===== config.mk =====
export PLATFORM = sky130hd
export DESIGN_NAME = hazard_scoreboard
export DESIGN_NICKNAME = d
export VERILOG_FILES = /design/src/rtl/hazard_scoreboard_pkg.sv /design/src/rtl/hazard_scoreboard_sat_counter.sv /design/src/rtl/hazard_scoreboard.sv
export SDC_FILE = /design/constraint.sdc
export NUM_CORES = 1
export LEC_CHECK = 0
export CELL_PAD_IN_SITES_DETAIL_PLACEMENT = 0
export CELL_PAD_IN_SITES_GLOBAL_PLACEMENT = 2
export CORE_AREA = 5 5 148 150
export DETAILED_ROUTE_END_ITERATION = 10
export DIE_AREA = 0 0 153 155
export GPL_TIMING_DRIVEN = 0
export PLACE_DENSITY = 0.78
export SYNTH_ARGS = -nofsm -noshare
export SYNTH_HDL_FRONTEND = slang
export SYNTH_HIERARCHICAL = 1
export SYNTH_SLANG_ARGS = --single-unit

===== constraint.sdc =====
create_clock -name CLK -period 3.9 [get_ports CLK]
set_input_delay 0.39 -clock CLK [delete_from_list [all_inputs] [get_ports CLK]]
set_output_delay 0.39 -clock CLK [all_outputs]
set_load 0.01 [all_outputs]

===== src/rtl/hazard_scoreboard_pkg.sv =====
// Shared types for the hazard scoreboard: memory-stall FSM encoding and the
// default register-index type.
package hazard_scoreboard_pkg;

    localparam int NREGS_DEF = 32;
    localparam int REG_W_DEF = $clog2(NREGS_DEF);

    typedef logic [REG_W_DEF-1:0] regbits_t;

    typedef enum logic {
        RUN      = 1'b0,
        MEM_WAIT = 1'b1
    } mem_state_t;

endpackage


===== src/rtl/hazard_scoreboard_sat_counter.sv =====
// Saturating up-counter used for the stall performance counters.
module sat_counter #(
    parameter int CNT_W = 32
) (
    input  logic             CLK,
    input  logic             nRST,
    input  logic             en,
    output logic [CNT_W-1:0] cnt
);

    // Count enabled cycles, holding at all-ones once reached.
    always_ff @(posedge CLK or negedge nRST) begin
        if (!nRST) begin
            cnt <= '0;
        end else if (en && (cnt != '1)) begin
            cnt <= cnt + CNT_W'(1);
        end
    end

endmodule


===== src/rtl/hazard_scoreboard.sv =====
// Decode-side hazard unit: register busy scoreboard, multiplier occupancy
// counter and data-cache miss freeze FSM, producing pipeline enables/bubbles.
module hazard_scoreboard
    import hazard_scoreboard_pkg::*;
#(
    parameter int NREGS   = 32,
    parameter int REG_W   = $clog2(NREGS),
    parameter int MUL_LAT = 4,
    parameter bit FWD_EN  = 1'b1,
    parameter int CNT_W   = 32
) (
    input  logic             CLK,
    input  logic             nRST,
    input  logic             id_valid,
    input  logic [REG_W-1:0] id_rs1,
    input  logic [REG_W-1:0] id_rs2,
    input  logic             id_rs1_used,
    input  logic             id_rs2_used,
    input  logic [REG_W-1:0] id_rd,
    input  logic             id_regwrite,
    input  logic             id_is_load,
    input  logic             id_is_mul,
    input  logic             flush,
    input  logic             mem_req,
    input  logic             dhit,
    input  logic             wb_valid,
    input  logic [REG_W-1:0] wb_rd,
    output logic             pc_write,
    output logic             if_id_write,
    output logic             id_ex_bubble,
    output logic             pipe_freeze,
    output logic             hazard_detected,
    output logic [NREGS-1:0] busy_vec,
    output logic             mul_busy,
    output logic [CNT_W-1:0] raw_stall_cnt,
    output logic [CNT_W-1:0] mem_stall_cnt
);

    localparam int MCNT_W = $clog2(MUL_LAT + 1);
    localparam logic [MCNT_W-1:0] MUL_LOAD = MCNT_W'(MUL_LAT);

    mem_state_t        state;
    mem_state_t        state_nxt;
    logic              freeze;
    logic [MCNT_W-1:0] mul_cnt;
    logic [NREGS-1:0]  clear_mask;
    logic [NREGS-1:0]  set_mask;
    logic [NREGS-1:0]  busy_eff;
    logic              raw;
    logic              waw;
    logic              struct_haz;
    logic              stall_h;
    logic              issue;
    logic              tracked_producer;

    // Writeback clear mask; r0 is never tracked so a write to it clears nothing.
    always_comb begin
        clear_mask = '0;
        if (wb_valid && (wb_rd != '0)) begin
            clear_mask[wb_rd] = 1'b1;
        end
    end

    // Same-cycle writeback already satisfies the consumer, so checks use busy_eff.
    assign busy_eff   = busy_vec & ~clear_mask;
    assign raw        = (id_rs1_used && busy_eff[id_rs1]) || (id_rs2_used && busy_eff[id_rs2]);
    assign waw        = id_regwrite && busy_eff[id_rd];
    assign struct_haz = id_is_mul && (mul_cnt != '0);
    assign stall_h    = id_valid && (raw || waw || struct_haz);
    assign issue      = id_valid && !freeze && !flush && !stall_h;

    // With forwarding only long-latency producers need tracking.
    assign tracked_producer = !FWD_EN || id_is_load || id_is_mul;

    // Scoreboard set mask for the instruction leaving ID this cycle.
    always_comb begin
        set_mask = '0;
        if (issue && id_regwrite && (id_rd != '0) && tracked_producer) begin
            set_mask[id_rd] = 1'b1;
        end
    end

    // Busy scoreboard: clears always apply, a same-cycle set wins.
    always_ff @(posedge CLK or negedge nRST) begin
        if (!nRST) begin
            busy_vec <= '0;
        end else begin
            busy_vec <= busy_eff | set_mask;
        end
    end

    // Multiplier occupancy: reload on mul issue, otherwise drain even while frozen.
    always_ff @(posedge CLK or negedge nRST) begin
        if (!nRST) begin
            mul_cnt <= '0;
        end else if (issue && id_is_mul) begin
            mul_cnt <= MUL_LOAD;
        end else if (mul_cnt != '0) begin
            mul_cnt <= mul_cnt - MCNT_W'(1);
        end
    end

    assign mul_busy = (mul_cnt != '0);

    // Memory-stall FSM state register.
    always_ff @(posedge CLK or negedge nRST) begin
        if (!nRST) begin
            state <= RUN;
        end else begin
            state <= state_nxt;
        end
    end

    // Memory-stall FSM next state; a hit in MEM_WAIT releases the freeze at once.
    always_comb begin
        state_nxt = state;
        freeze    = 1'b0;
        case (state)
            RUN: begin
                if (mem_req && !dhit) begin
                    freeze    = 1'b1;
                    state_nxt = MEM_WAIT;
                end
            end
            MEM_WAIT: begin
                if (dhit) begin
                    state_nxt = RUN;
                end else begin
                    freeze = 1'b1;
                end
            end
            default: state_nxt = RUN;
        endcase
    end

    // Pipeline control with priority freeze > flush > hazard stall.
    always_comb begin
        pc_write        = 1'b1;
        if_id_write     = 1'b1;
        id_ex_bubble    = 1'b0;
        pipe_freeze     = 1'b0;
        hazard_detected = 1'b0;
        if (freeze) begin
            pc_write    = 1'b0;
            if_id_write = 1'b0;
            pipe_freeze = 1'b1;
        end else if (flush) begin
            id_ex_bubble = 1'b1;
        end else if (stall_h) begin
            pc_write        = 1'b0;
            if_id_write     = 1'b0;
            id_ex_bubble    = 1'b1;
            hazard_detected = 1'b1;
        end
    end

    sat_counter #(.CNT_W(CNT_W)) u_raw_cnt (
        .CLK  (CLK),
        .nRST (nRST),
        .en   (hazard_detected),
        .cnt  (raw_stall_cnt)
    );

    sat_counter #(.CNT_W(CNT_W)) u_mem_cnt (
        .CLK  (CLK),
        .nRST (nRST),
        .en   (pipe_freeze),
        .cnt  (mem_stall_cnt)
    );

endmodule


==> flow_summary_export.csv <==
group,metric,value,unit
critical_path,r2r_start,"busy_vec[25]$_DFF_PN0_",
critical_path,reg2reg_depth,13,
sta,slew-limit-headroom,0.236,
floorplan,die_x,153,um
grt,grt_usage,0.205,
cells_and_area,drive_gt1_frac,0.155,
critical_path,worstPathMaxFanout,10,
placed_design,place_congestion,0.910,
cells_and_area,area_growth,35.0,%
sta,rsz0062_at_grt,"no",
floorplan,rows,53,
placed_design,placed_cell_area,8080,um2
routing,firstDrtPassIters,5,
clock_tree,clk_latency,360,ps
routing,dr.first_iter.drc_count,532,
routing,wl_per_cell,22.4,um
routing,post_drt_via_cell_ratio,5.80,
floorplan,dieArea,23700,um2
clock_tree,cts-htree-levels,3,
placed_design,portBuffers,126,
synth,synth_warnings,6,
sta,tightestPinTransition,1140,ps
routing,drc,0,
sta,whs,40.4,ps
clock_tree,cts_hold_buffers,0,
clock_tree,cts_root_buffer,"clkbuf_16",
synth,syn-num-nets,699,
clock_tree,clockBufferDepth,2,
cells_and_area,layout_common_cells,"clkdlybuf4s50_1 (118), dfrtp_1 (100), nand2_1 (66), xnor2_1 (50), nor2_1 (40)",
cells_and_area,antenna_cells,0,
pwr,worst_ir_drop_vdd,195,uV
synth,ys_seq_area_frac,0.388,
pwr,power.leakage,0.00334,uW
flow_run,max_cap_viol_count,0,
floorplan,ios,134,
critical_path,critPathArrivalTime,3410,ps
sta,setup_viol,0,
synth,async_reset_ff_frac,1.00,
sta,fmax,263,MHz
grt,grt_pass1_wl,38400,um
cells_and_area,final_common_cell,"clkdlybuf4s50_1",
critical_path,startpoint_type,"primary input",
synth,postSynthCellCount,663,
clock_tree,clkTransAtPathRegs,60,ps
routing,antenna_left,0,
sta,skew,8.87,ps
synth,synth_area,6450,um2
synth,synthFlopType,"dfrtp_1",
run_status,status,"completed",
sta,hold_viol_final,0,
critical_path,criticalPathCategory,"primary input to primary output",
cells_and_area,seq_area,2500,um2
critical_path,required,3510,ps
floorplan,core_area,20600,um2
cells_and_area,n_fill_cell,2067,
synth,synth_edf_count,0,
synth,syn_avg_cell_area,9.72,um2
grt,grt_pass1_vias,6464,
cells_and_area,utilization,0.423,
critical_path,rrSetupSlack,570,ps
clock_tree,cts_buffers,9,
placed_design,dp_slack,-1720,ps
min_path,min-delay-path-class,"primary input to asynchronous set/reset pin",
sta,setup_ws,97.0,ps
sta,slew_viol_final,0,
sta,period_share,0.975,
placed_design,hpwl,18500,um
clock_tree,cts_tree,"yes",
synth,ys_ff_latch,100,
critical_path,crit_path_end_kind,"primary output",
cells_and_area,nets,856,
routing,vias,6378,
grt,grt.overflow.total,0,
grt,antenna_found_initial,2,
sta,fin_crit,3800,ps
floorplan,initial_core_util,0.314,
clock_tree,cts_sinks,100,
grt,grt_max_degree,57,
cells_and_area,finalInstanceArea,8700,um2
synth,synthDistinctLibCells,77,
pwr,power_density,340,nW/um2
critical_path,r2r-end,"u_raw_cnt/cnt[29]$_DFFE_PN0P_",
floorplan,die_h,155,um
cells_and_area,multi_input_area,3840,um2
routing,totalWireLength,24600,um
## power by group
group / switching (uW) / total, uW / internal, uW
logic: 435 / 801 / 366
clock network: 401 / 916 / 515
registers: 119 / 1240 / 1120
## registers in the layout, indices dropped and copies added (netlist names)
name	cells
u_raw_cnt/cnt	32
busy_vec	32
u_mem_cnt/cnt	32
state	1
mul_cnt	3
## cell type report
| class | instances | share of cell area |
|---|---|---|
| multi-input combinational | 513 | 0.441 |
| sequential | 100 | 0.287 |
| timing repair buffer | 146 | 0.163 |
| tap | 275 | 0.0395 |
| clock buffer | 12 | 0.0283 |
| buffer | 34 | 0.0276 |
| inverter | 16 | 0.00733 |
| clock inverter | 4 | 0.00561 |
## cell families after synthesis
kind of cell,Yosys count,share of synthesized area
xor+xnor,61,0.0829
mux,17,0.0355
compound gates,155,0.193
fa+ha+maj,4,0.00776
simple gates,276,0.252
buf+inv,50,0.0406
flops,100,0.388
## worst max-delay path by stage
stage                                          to      from
global placement    u_raw_cnt/cnt[29]$_DFFE_PN0P_  wb_rd[4]
CTS                               hazard_detected  id_rd[1]
detailed placement  u_raw_cnt/cnt[29]$_DFFE_PN0P_  wb_rd[4]
finish                            hazard_detected  wb_rd[1]
global route                      hazard_detected  wb_rd[1]
floorplan           u_raw_cnt/cnt[29]$_DFFE_PN0P_  wb_rd[4]
## Yosys cell counts (6+ instances only)
library cell,n,area (um2)
a31oi_1,6,37.5
nand2b_1,7,43.8
nor2b_1,10,62.6
buf_6,7,78.8
a21oi_1,11,55.1
nand2_1,68,255
dfrtp_1,100,2500
nand3_1,39,195
and3_1,6,37.5
o211ai_1,19,143
inv_1,15,56.3
nand4_1,38,238
xnor2_1,50,438
mux2i_1,6,60.1
o21ai_0,31,155
nor4_1,6,37.5
and4_1,8,70.1
o2111ai_1,10,87.6
nor2_1,40,150
clkbuf_1,17,63.8
xor2_1,11,96.3
o41ai_2,6,97.6
o41ai_1,26,228
nor3_1,11,55.1
## what timing repair did
item	CTS	global route
pin swaps	8	0
resized for setup	61	15
cloned	2	0
setup endpoints to repair	40	11
setup buffers	17	0
## critical path, cell delays in order
cell and delay [ps]:
dlygate4sd2_1 280, buf_6 170, nand4b_4 200, buf_4 140
o21ai_0 150, mux4_2 500, o31a_1 250, o211a_1 150
nand3_4 170, clkbuf_8 240, o21a_4 200, clkdlybuf4s50_1 560
## metrics by stage
stage | power, uW | TNS (ps) | cells
after floorplan | 1630 | 0 | 663
after global placement | 2000 | -194620 | 1064
after detailed placement | 2020 | -57700 | 1065
after CTS | 2980 | 0 | 1100
after global routing | 3090 | 0 | 1100
final | 2960 | 0 | 1100
## routing by layer
metal  global-route usage  wire length [um]
met4               0.0819               824
met2                0.342             11700
met1                0.263             10400
met5                    0                24
met3               0.0426              1700
(Power assumes the default switching activity.)
